--- config.mk ---
export PLATFORM = sky130hd
export DESIGN_NAME = multicycle_control
export DESIGN_NICKNAME = d
export VERILOG_FILES = /design/src/rtl/multicycle_control.sv
export SDC_FILE = /design/constraint.sdc
export NUM_CORES = 1
export LEC_CHECK = 0
export BUFFER_PORTS_ARGS = -buffer_cell sky130_fd_sc_hd__buf_2
export CAP_MARGIN = 20
export CORE_AREA = 2 2 39 41
export CTS_BUF_LIST = sky130_fd_sc_hd__clkbuf_2 sky130_fd_sc_hd__clkbuf_4 sky130_fd_sc_hd__clkbuf_8
export CTS_CLUSTER_DIAMETER = 120
export DETAILED_ROUTE_END_ITERATION = 7
export DIE_AREA = 0 0 41 43
export GPL_ROUTABILITY_DRIVEN = 0
export GPL_TIMING_DRIVEN = 0
export PLACE_DENSITY_LB_ADDON = 0.12
export SLEW_MARGIN = 25
export SYNTH_ARGS = -nofsm -noshare
export SYNTH_HDL_FRONTEND = slang
export SYNTH_SLANG_ARGS = --single-unit
--- constraint.sdc ---
create_clock -name clk -period 1.5 [get_ports clk]
set_input_delay 0.3 -clock clk [delete_from_list [all_inputs] [get_ports clk]]
set_output_delay 0.3 -clock clk [all_outputs]
set_load 0.03 [all_outputs]
--- src/rtl/multicycle_control.sv ---
// Moore control FSM for the multicycle MIPS datapath: fetch/decode/execute/memory/writeback.
// Optional multi-cycle multiply wait state is built only when MUL_MULTICYCLE_EN is defined.
module multicycle_control #(
  parameter int unsigned MUL_LATENCY = 4
) (
  input  logic       clk,
  input  logic       rst,
  input  logic [5:0] Op,
  input  logic [5:0] Funct,
  input  logic       Zero,
  input  logic       mem_ready,
  output logic       IorD,
  output logic       MemRead,
  output logic       MemWrite,
  output logic       IRWrite,
  output logic       RegDst,
  output logic       MemtoReg,
  output logic       RegWrite,
  output logic       ALUSrcA,
  output logic [1:0] ALUSrcB,
  output logic [1:0] ALUOp,
  output logic [1:0] PCSrc,
  output logic       PCEn,
  output logic [3:0] State
);

  localparam int unsigned CNT_W = 4;

  localparam logic [5:0] OP_LW    = 6'b100011;
  localparam logic [5:0] OP_SW    = 6'b101011;
  localparam logic [5:0] OP_RTYPE = 6'b000000;
  localparam logic [5:0] OP_BEQ   = 6'b000100;
  localparam logic [5:0] OP_ADDI  = 6'b001000;
  localparam logic [5:0] OP_J     = 6'b000010;

  typedef enum logic [3:0] {
    FETCH   = 4'd0,
    DECODE  = 4'd1,
    MEMADR  = 4'd2,
    MEMRD   = 4'd3,
    MEMWB   = 4'd4,
    MEMWR   = 4'd5,
    EXECUTE = 4'd6,
    ALUWB   = 4'd7,
    BRANCH  = 4'd8,
    ADDIEX  = 4'd9,
    ADDIWB  = 4'd10,
    JUMP    = 4'd11,
    MULWAIT = 4'd12
  } state_e;

  state_e state_q, state_d;

`ifdef MUL_MULTICYCLE_EN
  localparam logic [5:0] FUNCT_MUL = 6'b011100;
  logic [CNT_W-1:0] cnt_q, cnt_d;
`else
  // Funct only steers the multiply path, which is not built here.
  logic unused_funct;
  assign unused_funct = ^Funct;
`endif

  // State and multiply counter registers
  always_ff @(posedge clk or posedge rst) begin
    if (rst) begin
      state_q <= FETCH;
`ifdef MUL_MULTICYCLE_EN
      cnt_q   <= '0;
`endif
    end else begin
      state_q <= state_d;
`ifdef MUL_MULTICYCLE_EN
      cnt_q   <= cnt_d;
`endif
    end
  end

  // Next-state logic
  always_comb begin
    state_d = FETCH;
`ifdef MUL_MULTICYCLE_EN
    cnt_d   = cnt_q;
`endif
    case (state_q)
      FETCH:   state_d = mem_ready ? DECODE : FETCH;
      DECODE: begin
        case (Op)
          OP_LW, OP_SW: state_d = MEMADR;
          OP_RTYPE:     state_d = EXECUTE;
          OP_BEQ:       state_d = BRANCH;
          OP_ADDI:      state_d = ADDIEX;
          OP_J:         state_d = JUMP;
          default:      state_d = FETCH;
        endcase
      end
      MEMADR:  state_d = (Op == OP_LW) ? MEMRD : MEMWR;
      MEMRD:   state_d = mem_ready ? MEMWB : MEMRD;
      MEMWB:   state_d = FETCH;
      MEMWR:   state_d = mem_ready ? FETCH : MEMWR;
      EXECUTE: begin
        state_d = ALUWB;
`ifdef MUL_MULTICYCLE_EN
        if (Op == OP_RTYPE && Funct == FUNCT_MUL) begin
          state_d = MULWAIT;
          cnt_d   = CNT_W'(MUL_LATENCY - 1);
        end
`endif
      end
      ALUWB:   state_d = FETCH;
      BRANCH:  state_d = FETCH;
      ADDIEX:  state_d = ADDIWB;
      ADDIWB:  state_d = FETCH;
      JUMP:    state_d = FETCH;
`ifdef MUL_MULTICYCLE_EN
      MULWAIT: begin
        if (cnt_q == '0) begin
          state_d = ALUWB;
        end else begin
          state_d = MULWAIT;
          cnt_d   = cnt_q - CNT_W'(1);
        end
      end
`endif
      default: state_d = FETCH;
    endcase
  end

  // Moore output decode; only mem_ready (FETCH) and Zero (BRANCH) pass through combinationally
  always_comb begin
    IorD     = 1'b0;
    MemRead  = 1'b0;
    MemWrite = 1'b0;
    IRWrite  = 1'b0;
    RegDst   = 1'b0;
    MemtoReg = 1'b0;
    RegWrite = 1'b0;
    ALUSrcA  = 1'b0;
    ALUSrcB  = 2'b00;
    ALUOp    = 2'b00;
    PCSrc    = 2'b00;
    PCEn     = 1'b0;
    case (state_q)
      FETCH: begin
        MemRead = 1'b1;
        ALUSrcB = 2'b01;
        IRWrite = mem_ready;
        PCEn    = mem_ready;
      end
      DECODE:  ALUSrcB = 2'b11;
      MEMADR: begin
        ALUSrcA = 1'b1;
        ALUSrcB = 2'b10;
      end
      MEMRD: begin
        MemRead = 1'b1;
        IorD    = 1'b1;
      end
      MEMWB: begin
        RegWrite = 1'b1;
        MemtoReg = 1'b1;
      end
      MEMWR: begin
        MemWrite = 1'b1;
        IorD     = 1'b1;
      end
      EXECUTE: begin
        ALUSrcA = 1'b1;
        ALUOp   = 2'b10;
      end
      ALUWB: begin
        RegWrite = 1'b1;
        RegDst   = 1'b1;
      end
      BRANCH: begin
        ALUSrcA = 1'b1;
        ALUOp   = 2'b01;
        PCSrc   = 2'b01;
        PCEn    = Zero;
      end
      ADDIEX: begin
        ALUSrcA = 1'b1;
        ALUSrcB = 2'b10;
      end
      ADDIWB:  RegWrite = 1'b1;
      JUMP: begin
        PCSrc = 2'b10;
        PCEn  = 1'b1;
      end
`ifdef MUL_MULTICYCLE_EN
      MULWAIT: begin
        ALUSrcA = 1'b1;
        ALUOp   = 2'b10;
      end
`endif
      default: ;
    endcase
  end

  assign State = state_q;

endmodule

==> impl_results.md <==
* Status: complete, but fails checks
* Failing checks: negative setup slack
* Nature of the critical path endpoint: output pin
* # diodes at 0
* Total CTS buffers at 3
* Slew HR at 76.3%
* Initial antenna violation count at 0
* Final Critical Period at 1770 ps
* Post-DP HPWL at 1100 um
* Seq cells post-synth at 4
* Post-synthesis sequential area ratio at 20.1%
* Die width at 41 um
* Clock slew at reported path FFs at about 60 ps
* Max reg flops at 4
* Setup TNS Final at -3260 ps
* CTS max path bufs at 2
* Post-route cell area at 1320 um^2
* GRT overflow at 0
* Io pins at 35
* Placed inst area at 846 um^2
* Lkg Pwr at 0.548 nW
* Root Buffer: clkbuf_4
* Synth cell types at 28
* PortBufs at 28
* WL/cell at 24.7 um
* Met2 Use GR at a little over half
* Fin. max-slew vios at 0
* GR Util met1 at 40.7%
* Finished Core Util at 95.5%
* Global-route wire length before repair at 4100 um
* CTS tree: done
* TritonCTS sink count at 4
* Worst Path Arrival at 1470 ps
* Fillers at 30
* Number of routed nets with antenna violations at 0
* Final setup fails at 17
* CP Launch Type: flip-flop
* Clock Skew at 18.3 ps
* # DRC at 0
* Synth area leader: dfrtp_1
* Via Count at 921
* Drt initial violations at between 40 and 50
* Core box area at 1380 um^2
* GR peak layer: met2
* Most frequent cells after synthesis: 8 x nand2_1, 8 x nor2_1, 6 x nand2b_1
* Fin crit share at 118%
* Synthesized area at 499 um^2
* Post-Place Worst Slack at -111 ps
* Setup CP Type: reg -> out
* Final setup margin at -273 ps
* Starting Density at 36.1%
* Pin count of the biggest net entering global routing at 9
* P per Cell Area at just over 900 nW/um^2
* Top post-synthesis cells by area: dfrtp_1 20%, nand2b_1 7.5%, nand2_1 6.0%, nor2_1 6.0%, nor4_2 5.0%
* Async SR Flop Fraction at 100%
* RSZ-0062 raised after global routing: yes
* Nets at 143
* Via/cell ratio at around 6.5
* Syn Inst Count at 69
* Worst-Margin Slew at 355 ps
* Fmax at 564 MHz
* Synth warn at 0
* Met3 global-route usage at 7.85%
* Layout area overhead at 165%
* Top_reg_cell synth: dfrtp_1
* Die H at between 40 and 50 um
* Vias in the first global route at 824
* Critical-path maximum fanout at 6
* Global Route Usage Sum at 35.7%
* Final WL at 3480 um
* DRT Pass-1 Iters at 4
* Critical path required time at between 1000 and 1500 ps
* VDD IR-drop max at roughly 0.75 mV
* Post-synth EDFFs at 0
* Row Count at 14
* Synth top area share at between 20% and 30%
* Max-cap check violation count at 0
* Syn_area_per_cell at roughly 7.2 um^2
* Final Hold Viols at 0
* Share of cells above drive strength 1 at roughly 81%
* Clk_lat worst skew at 280 ps
* HP Class: in -> reg
* Die Area at 1760 um^2
* H-tree depth at 1
* Synthesized Nets at 85
## power breakdown
group | total [mW] | internal (mW) | switching [mW]
clock network | 0.172 | 0.0919 | 0.0798
logic | 0.874 | 0.410 | 0.463
registers | 0.155 | 0.123 | 0.0323
total | 1.20 | 0.626 | 0.575
## kinds of logic after synthesis
kind of cell,after synthesis,synth area share [%]
flip-flops,4,20.1
AND/OR/NAND/NOR,39,45.6
buffers and inverters,9,9.52
multiplexers,1,2.01
AO/OA/AOI/OAI,14,19.3
XOR/XNOR,2,3.51
## layout make-up
cell class,instances,area [um^2],area share [%]
clock buffers,3,22.5,1.70
repair buffers,55,502,38.0
flip-flops and latches,4,105,7.95
well taps,16,20.0,1.52
multi-input cells,56,578,43.7
plain buffers,4,76.3,5.78
inverters,3,17.5,1.33
## worst max-delay path, cell delays in order (launching register included)
cell	delay (ps)
dfrtp_2	490
nand2b_4	230
inv_4	90
nand2_4	70
a21oi_4	170
buf_6	150
## metrics by stage
stage / power [mW] / instances / hold WS [ps]
after floorplan: 0.577 / 69 / 66.1
after global placement: 0.683 / 113 / 177
after detailed placement: 0.688 / 113 / 179
after CTS: 1.05 / 138 / 333
after global routing: 1.23 / 141 / 332
final: 1.20 / 141 / 325
## worst paths after layout
kind	start	end	slack [ps]	cells after the start
max	State[0]	ALUSrcB[1]	-270	5
min	Op[2]	State[1]	320	2
max reg2reg	State[0]	State[0]	-240	6
min reg2reg	State[3]	State[0]	800	3
max in group asynchronous	rst	State[1]	770	3
min in group asynchronous	rst	State[0]	520	3
## timing repair
| action | CTS | global route |
|---|---|---|
| gates resized for setup | 50 | 14 |
| setup endpoints to repair | 15 | 16 |
| hold buffers | 1 | 0 |
| endpoints found under the hold margin | 4 | 0 |
| pin swaps | 13 | 8 |
| buffers inserted | 22 | 4 |
## per-layer routing
metal / vias up / part of all wire [%]
met2: 95 / 47
met3: 41 / 10
met4: 0 / 10
met1: 421 / 32
met5: - / 0
li1: 364 / -
## cell usage in the layout (no fill, tap or decap), types with 4 or more instances in the layout
cell type  instances
dfrtp_2            4
nor2_4             5
buf_4             16
buf_6             22
nor3_4             4
buf_2             13
buf_12             4
Power figures use the tool's default switching activity.
